--- config.mk ---
export PLATFORM = sky130hd
export DESIGN_NAME = uart_tx_fifo_drain
export DESIGN_NICKNAME = d
export VERILOG_FILES = /design/src/rtl/uart_pkg.sv /design/src/rtl/uart_tx_fifo_drain.sv
export SDC_FILE = /design/constraint.sdc
export NUM_CORES = 1
export LEC_CHECK = 0
export CORE_MARGIN = 2
export CORE_UTILIZATION = 58
export CTS_CLUSTER_SIZE = 12
export DETAILED_ROUTE_END_ITERATION = 7
export PLACE_DENSITY = 0.88
export SKIP_CTS_REPAIR_TIMING = 1
export SLEW_MARGIN = 20
export SYNTH_ARGS = -nofsm -noshare
export SYNTH_HDL_FRONTEND = slang
export SYNTH_SLANG_ARGS = --single-unit
--- constraint.sdc ---
create_clock -name clk -period 3.6 [get_ports clk]
set_input_delay 0.54 -clock clk [delete_from_list [all_inputs] [get_ports clk]]
set_output_delay 0.54 -clock clk [all_outputs]
set_load 0.005 [all_outputs]
--- src/rtl/uart_pkg.sv ---
// uart_pkg: state encoding and default bit-timing constants
// shared by the UART transmitter and receiver.
package uart_pkg;

   typedef enum logic [1:0] {
      IDLE  = 2'd0,
      START = 2'd1,
      DATA  = 2'd2,
      STOP  = 2'd3
   } uart_state_t;

   localparam int OVERSAMPLE_DEF = 16;
   localparam int SB_TICK_DEF    = 16;

   function automatic int tick_width(input int a, input int b);
      int m;
      m = (a > b) ? a : b;
      return (m <= 2) ? 1 : $clog2(m);
   endfunction

endpackage

--- src/rtl/uart_tx_fifo_drain.sv ---
// uart_tx_fifo_drain: pops one codeword per frame from the TX FIFO
// and shifts it out LSB first between a start and a stop bit.
module uart_tx_fifo_drain
   import uart_pkg::*;
#(
   parameter int DATA_SIZE  = 10,
   parameter int OVERSAMPLE = OVERSAMPLE_DEF,
   parameter int SB_TICK    = SB_TICK_DEF
) (
   input  logic                 clk,
   input  logic                 reset,
   input  logic                 s_tick,
   input  logic                 empty,
   input  logic [DATA_SIZE-1:0] r_data,
   output logic                 rd,
   output logic                 tx,
   output logic                 tx_busy,
   output logic                 tx_done_tick
);

   localparam int TW = tick_width(OVERSAMPLE, SB_TICK);
   localparam int BW = (DATA_SIZE <= 2) ? 1 : $clog2(DATA_SIZE);

   localparam logic [TW-1:0] OS_LAST  = TW'(OVERSAMPLE - 1);
   localparam logic [TW-1:0] SB_LAST  = TW'(SB_TICK - 1);
   localparam logic [BW-1:0] BIT_LAST = BW'(DATA_SIZE - 1);

   uart_state_t          state;
   logic [TW-1:0]        s_cnt;
   logic [BW-1:0]        n_cnt;
   logic [DATA_SIZE-1:0] shreg;
   logic                 tx_reg;

   always_ff @(posedge clk) begin
      if (reset) begin
         state  <= IDLE;
         s_cnt  <= '0;
         n_cnt  <= '0;
         shreg  <= '0;
         tx_reg <= 1'b1;
      end else if (s_tick) begin
         unique case (state)
            IDLE: begin
               if (!empty) begin
                  state  <= START;
                  s_cnt  <= '0;
                  shreg  <= r_data;
                  tx_reg <= 1'b0;
               end
            end
            START: begin
               if (s_cnt == OS_LAST) begin
                  state  <= DATA;
                  s_cnt  <= '0;
                  n_cnt  <= '0;
                  tx_reg <= shreg[0];
               end else begin
                  s_cnt <= s_cnt + 1'b1;
               end
            end
            DATA: begin
               if (s_cnt == OS_LAST) begin
                  s_cnt <= '0;
                  shreg <= shreg >> 1;
                  // tx is loaded one bit ahead so the line never glitches
                  if (n_cnt == BIT_LAST) begin
                     state  <= STOP;
                     tx_reg <= 1'b1;
                  end else begin
                     n_cnt  <= n_cnt + 1'b1;
                     tx_reg <= shreg[1];
                  end
               end else begin
                  s_cnt <= s_cnt + 1'b1;
               end
            end
            STOP: begin
               if (s_cnt == SB_LAST) begin
                  state <= IDLE;
                  s_cnt <= '0;
               end else begin
                  s_cnt <= s_cnt + 1'b1;
               end
            end
         endcase
      end
   end

   assign rd = ~reset & s_tick & ~empty & (state == IDLE);
   assign tx_done_tick = ~reset & s_tick & (state == STOP)
                       & (s_cnt == SB_LAST);
   assign tx      = tx_reg;
   assign tx_busy = (state != IDLE);

endmodule

==> results.md <==
- Inserted Clock Buffers: 3
- Crit Path Class: flip-flop to output port
- Synth Cell Area: 0.001299 mm2
- Internal: 0.3633 mW
- Pwr dens: 351.2 mW/mm2
- Clk pwr share: 21.2%
- CTS sink count: 21
- Clk pin slew, worst setup/hold paths: 0.11 ns
- Hold path cells: 2
- Prevailing post-synth register cell: dfxtp_1
- Vias per inst: 5.887
- Psw: 0.1579 mW
- Max clock buf depth: 2
- Core Area: 0.002170 mm2
- Register share of total power: 50.6%
- Min-Delay Path Class: flip-flop to flip-flop
- First-pass iteration count of the detailed router: 4
- Leakage: 0.5192 nW
- Period Utilization, post-route: 73.80%
- Post-route setup slack: 0.9431 ns
- Switching Fraction: 30.30%
- CP required: 3.06 ns
- IO Port Bufs: 17
- Total number of vias: 1042
- Crit-path max FO: 6
- TNS Setup: 0 ns
- Hold Vio Cnt, Final: 0
- Yosys top cell area share: 32.37%
- Slew headroom: 51.13%
- Worst Hold End: tx
- Final ANT Viol Nets: 0
- Outcome: complete, no violations
- FF-to-FF End: shreg[2]
- First DRT Iteration DRCs: 35
- Detailed Place HPWL: 1947 um
- # rows: 17
- Final Setup Violations: 0
- Critical path arrival: 2.12 ns
- Total track usage: 22.28%
- Synth top area cells: dfxtp_1 (32%), a211oi_2 (8.7%), ha_1 (8.7%)
- Synth cell types: 38
- # diodes: 0
- CTS H-tree depth: 1
- Largest regs: shreg (10), n_cnt (4), s_cnt (4)
- Layout net count: 173
- Period minus WS final: 2.657 ns
- Antenna violations before repair: 0
- Syn Nets: 158
- Share of cells above drive strength 1: 12.75%
- Largest net degree at the start of global routing: 21
- Die H: 51.32 um
- Reg2reg setup slack: 1.21 ns
- Worst slew pin tran: 0.7330 ns
- TritonCTS clock tree: yes
- Sequential-to-total area share from yosys stat: 32.37%
- Hold Crit Start: tx
- Vias in the first global route: 1022
- Comb pwr share: 28.2%
- Yosys warns: 0
- GR Overflow Total: 0
- Clock Skew: 0.005004 ns
- Ys async rst share: 0%
- Most flops, register: shreg
- CTS Root Cell: clkbuf_4
- RSZ-0062 raised after global routing: no
- Post-place setup slack: 1.008 ns
- Routed WL: 2576 um
- #FFs+latches synth: 21
- Final Max Slew Viols: 0
- Post-synth EDFFs: 0
- Maxcap violations: 0
- Area Overhead vs Synth: 14.26%
- Reg-to-Reg Start: state[0]
- Maximum VDD drop: 0.3249 mV
- Starting density of the core: 59.86%
- Synth area leader: dfxtp_1
- # DRC: 0
- DIE WIDTH: 51.32 um
- Drt wl/cell: 14.55 um
- Max reg flops: 10
- Clk_lat worst skew: 0.30 ns
- Mapped Avg Cell Area: 9.620 um2
- Num ports: 18
- Endpoint class of the critical path: output port
- CP Launch Type: flip-flop
- Worst reg2reg path depth: 6
- Fmax: 376.4 MHz
- First-pass GRT wire length: 4409 um
- RD Place Congestion: 0.7809
- Post-Syn Instances: 135
- Die area: 0.002634 mm2
==> worst max-delay path by stage <==
stage / endpoint / from / cells past startpoint
final: tx_done_tick / s_cnt[0] / 4
after global routing: tx_done_tick / s_cnt[0] / 4
after CTS: tx_done_tick / s_cnt[0] / 4
after detailed placement: rd / s_tick / 3
after global placement: rd / s_tick / 3
after floorplan: tx_done_tick / s_cnt[0] / 4
==> final cells by class <==
| type | count | area [um2] |
|---|---|---|
| Clock buffer | 4 | 26.28 |
| Fill cell | 182 | 685.7 |
| Inverter | 8 | 30.03 |
| Multi-Input combinational cell | 98 | 794.5 |
| Sequential cell | 21 | 420.4 |
| Tap cell | 28 | 35.03 |
| Timing Repair Buffer | 18 | 177.7 |
==> cell usage in the layout (no fill, tap or decap), types with 2 or more instances in the layout <==
cell type and count:
or3_1 2, clkdlybuf4s50_1 17, mux2i_1 10, inv_1 8, a22oi_1 2, ha_1 9
o21ai_1 3, dfxtp_1 21, o32ai_1 2, nand3b_1 3, nand3_1 5, a211oi_2 9
a21oi_1 8, nand2b_1 5, a211o_1 2, nand2_1 3, nor2_1 16, clkbuf_4 3
==> stage by stage <==
stage                     total power [mW]  cell area, um2  hold WS (ns)  utilization (%)  std cells
after floorplan                     0.3776            1299        0.4488                -        135
after CTS                           0.5242            1484        0.4894            68.40        177
after global placement              0.4088            1458        0.4542            67.19        173
after global routing                0.5531            1484        0.5174            68.40        177
after detailed placement            0.4156            1458        0.4653            67.19        173
final                               0.5212            1484        0.4880            68.40        177
==> routing by layer <==
| layer | vias up | wire, um | track usage [%] |
|---|---|---|---|
| li1 | 519 | - | - |
| met1 | 501 | 1205 | 26.32 |
| met2 | 20 | 1258 | 38.53 |
| met3 | 2 | 96 | 6.140 |
| met4 | 0 | 16 | 7.895 |
| met5 | - | 0 | 0 |
==> synth_stat cells (all sizes together) (2+ instances only) <==
| cell | number |
|---|---|
| buf | 4 |
| a211oi | 9 |
| ha | 9 |
| a211o | 2 |
| o21ai | 3 |
| nor2 | 16 |
| or3 | 2 |
| nand3 | 6 |
| mux2i | 10 |
| nand3b | 3 |
| a21oi | 10 |
| dfxtp | 21 |
| inv | 8 |
| nand2b | 5 |
| a22oi | 2 |
| nand2 | 3 |
| clkbuf | 4 |
| o32ai | 2 |
==> cells by family (layout without fill, tap and decap cells) <==
| family | Yosys count | count (layout) | synth area share [%] |
|---|---|---|---|
| muxes | 10 | 10 | 7.707 |
| buffers and inverters | 16 | 30 | 6.454 |
| adders and majority gates | 9 | 9 | 8.671 |
| DFF | 21 | 21 | 32.37 |
| AOI/OAI and AO/OA | 36 | 36 | 25.63 |
| and+or+nand+nor | 43 | 43 | 19.17 |
==> critical path, cell delays in order, from the launching register on <==
cell and delay (ns):
dfxtp_1 0.40, ha_1 0.26, and3_1 0.41, and4b_1 0.25
clkdlybuf4s50_1 0.50
==> power by group through the flow <==
stage / Clock (mW) / Sequential (mW) / Combinational [mW]
after floorplan: 0 / 0.266 / 0.112
after global placement: 0 / 0.267 / 0.142
after detailed placement: 0 / 0.269 / 0.147
after CTS: 0.113 / 0.263 / 0.147
after global routing: 0.125 / 0.267 / 0.161
final: 0.111 / 0.264 / 0.147
Note: power is estimated with default switching activity, not from simulation.
==> RTL edit 1, RTL diff (same settings) <==
Change the parameter `DATA_SIZE` from 10 to 20.
--- a/src/rtl/uart_tx_fifo_drain.sv
+++ b/src/rtl/uart_tx_fifo_drain.sv
@@ -5,3 +5,3 @@
 #(
-   parameter int DATA_SIZE  = 10,
+   parameter int DATA_SIZE  = 20,
    parameter int OVERSAMPLE = OVERSAMPLE_DEF,
Interface: changed (resized r_data); port bits go from 18 to 28. The function was not compared with the original's and may differ.
==> RTL edit 1 against the unedited design <==
Cell count grew 33%. Design area grew 34%. Wire length increased by 30%. Maximum frequency shrank 2.9%. Sequential cell count is 11 higher. Global-route usage fell by 0.57 points. Die area up 27%. First-iteration DRC count increased by 69%. Hold slack worse by 0.0083 ns. Area after synthesis is 29% higher. Total power is 64% higher. Worst setup slack got worse by 0.079 ns. Sequential share of layout area up 3.9 points. Highest routed layer unchanged.
==> RTL edit 1: results <==
[global_routing]
grt_pass1_wl_um = 5590
grtUsageTotal = 0.217
met3_usage = 0.0491
first_global_vias = 1373
met1_usage = 0.237
use_met2 = 0.377

[sta]
fin_skew_ns = 0.00601
timing.hold.ws_ns = 0.480
slew-limit-headroom = 0.382

[synth]
muxShareOfSynthArea = 0.137
synthAdderAreaFrac = 0.0447
synth_common_cells = dfxtp_1 (32), nor2_1 (27), mux2i_1 (23), a211oi_1 (20)
synth_compound_area_frac = 0.209
ys_seq_area_frac = 0.382
syn_inst = 180

[placement]
gp_congestion = 0.845
port_buffers = 27
dp_hpwl_um = 2490
post-place-ws_ns = 0.854

[drt]
initialDrtViolationCount = 59
met2WireLength_um = 1730
wl_um = 3350
wl_met1_um = 1410
dr_wl_met3_um = 118
via_per_inst = 6.00

[final_layout]
drive_gt1_frac = 0.0927
fin_cells = 236
largestRegisters = shreg (20), n_cnt (5), s_cnt (4)
fillers = 199
final_nets = 234

[worst_setup_path]
critPathMaxFanout = 8
worstPathArrival_ns = 2.20
slowest_delay_ns = 0.56
crit_path_start = s_tick
rr_endpoint = shreg[16]$_SDFFE_PP0P_
critical_path.top_delay_family = buffers and inverters

[clock_network]
h-tree-depth = 2
cts_buffers = 5
insertion_delay_ns = 0.34

[run_status]
status = completed

[min_path]
min-delay-start = shreg[19]$_SDFFE_PP0P_

[pwr]
p_leak_uw = 0.000662
==> RTL edit 1: cell count changes after synthesis, sizes merged, moves of 2 or more <==
cell	before	now
or3	2	0
a21oi	10	7
inv	8	5
a211oi	9	24
dfxtp	21	32
ha	9	6
nor2	16	27
mux2i	10	23
nor3	0	3
nand2	3	6
nand3b	3	0
buf	4	9
==> RTL edit 1: final cells by class <==
cell class	count	area, µm²	area share
Clock buffer	7	55.1	0.0277
Inverter	5	18.8	0.00945
Tap cell	31	38.8	0.0195
Sequential cell	32	641	0.323
Clock inverter	1	7.51	0.00378
Multi-Input combinational cell	131	940	0.473
Timing Repair Buffer	29	285	0.144
==> RTL edit 1: logic make-up after synthesis <==
| kind of cell | Yosys count |
|---|---|
| and+or+nand+nor | 58 |
| AOI/OAI and AO/OA | 44 |
| DFF | 32 |
| muxes | 23 |
| buffers and inverters | 17 |
| adders and majority gates | 6 |
==> RTL edit 1: power by group <==
part / internal, µW / switching, µW
Sequential: 394 / 23.5
Clock: 95.5 / 125
Combinational: 103 / 111
==> RTL edit 2, RTL diff (config.mk and constraints unchanged) <==
Made on the original files. Encoding of `uart_state_t`: now one-hot (4 bits for 4 states).
--- a/src/rtl/uart_pkg.sv
+++ b/src/rtl/uart_pkg.sv
@@ -4,7 +4,7 @@
 
-   typedef enum logic [1:0] {
-      IDLE  = 2'd0,
-      START = 2'd1,
-      DATA  = 2'd2,
-      STOP  = 2'd3
+   typedef enum logic [3:0] {
+      IDLE  = 4'b0001,
+      START = 4'b0010,
+      DATA  = 4'b0100,
+      STOP  = 4'b1000
    } uart_state_t;
Function: same outputs for any inputs over 10 cycles, from zero or initial values and one cycle with reset high; not proved beyond that.
==> RTL edit 2 against the unedited design <==
Worst setup slack got worse by 0.040 ns. Largest power group unchanged. Total power decreased by 5.8%. Design area decreased by 1.2%. Sequential cell count increased by 2. Largest cell class unchanged. Wire length increased by 21%. Non-clock buffer count increased by 2. First-iteration DRC count increased by 130%. Area after synthesis decreased by 3.1%.
==> RTL edit 2: results <==
[worst_setup_path]
critPathMaxFanout = 9
cp_slowest_cell = or4b_2
critical_path.top_delay_family = simple AND/OR/NAND/NOR gates
reg2regPathDepth = 5
slowest_delay_ns = 0.64
worstPathArrival_ns = 2.16
critPathCapture = tx_done_tick
r2r_start = state[3]$_SDFFE_PP0P_
rrSetupSlack_ns = 1.38

[drt]
wl_met1_um = 1360
highest_layer = met4
wl_um = 3130
via_per_inst = 6.44
initialDrtViolationCount = 82
met2WireLength_um = 1460
wire_per_inst_um = 16.1
dr_wl_met3_um = 243

[global_routing]
grtUsageTotal = 0.269
first_global_vias = 1157
met1_usage = 0.356
grt_pass1_wl_um = 5310
antenna_found_initial = 0
grt_start_max_net_pins = 25
met3_usage = 0.0655
use_met2 = 0.432

[placement]
gp_congestion = 0.873
post-place-ws_ns = 0.941
placed_area_um2 = 1440
dp_hpwl_um = 2130

[sta]
timing.hold.ws_ns = 0.475
worst_slack_ns = 0.903
fin_skew_ns = 0.00883
tightest_slew_ns = 0.705

[synth]
syn_avg_cell_area_um2 = 8.23
ys_seq_area_frac = 0.366
synthAdderAreaFrac = 0.0298
yosys-top-cells-area = dfxtp_1 (37%), a21oi_1 (8.7%), nand2_1 (6.9%), a311oi_1 (6.3%), o21ai_0 (3.6%)
synth_compound_area_frac = 0.275
synth_common_cells = dfxtp_1 (23), nand2_1 (23), a21oi_1 (22), a311oi_1 (9), o21ai_0 (9)
synth_xor_area_frac = 0.00696
syn-num-nets = 170
muxShareOfSynthArea = 0.00795
synth_cell_type_count = 39

[final_layout]
final_nets = 185
largest_reg_flops = 10
fillers = 159
drive_gt1_frac = 0.0659
diodes = 0
finish.instance_area_um2 = 1470

[pwr]
vdd_drop_max_uv = 294
p_seq_uw = 281
sequentialPowerShare = 0.572
comb_cell_power_uw = 92.8
p_leak_uw = 0.000502
switchingPower_uw = 135

[min_path]
whs_path_depth = 2
min-delay-start = shreg[7]$_SDFFE_PP0P_
hold_path_end = shreg[6]$_SDFFE_PP0P_

[clock_network]
cts_buffers = 3

[run_status]
status = completed
==> RTL edit 2: cell types whose count changed after synthesis, moves of 3 or more <==
| cell | unedited run | this run |
|---|---|---|
| o21ai_0 | 0 | 9 |
| mux2i_1 | 10 | 1 |
| nand2_1 | 3 | 23 |
| nor2_1 | 16 | 3 |
| ha_1 | 9 | 3 |
| o21ai_1 | 3 | 0 |
| a21oi_1 | 8 | 22 |
| a311oi_1 | 0 | 9 |
| a211oi_2 | 9 | 0 |
| nor4b_1 | 0 | 3 |
==> RTL edit 2: worst reg2reg max path, cell delays in order (launching register included) <==
cell and delay, ns:
dfxtp_1 0.42, nor4b_4 0.42, inv_1 0.22, o21ai_2 0.44
nor2_1 0.30, a311oi_1 0.32
==> RTL edit 2: layout make-up <==
class / instances / area share
multi-input cells: 114 / 0.498
flip-flops and latches: 23 / 0.314
repair buffers: 20 / 0.131
well taps: 27 / 0.0230
clock buffers: 4 / 0.0179
inverters: 6 / 0.0154
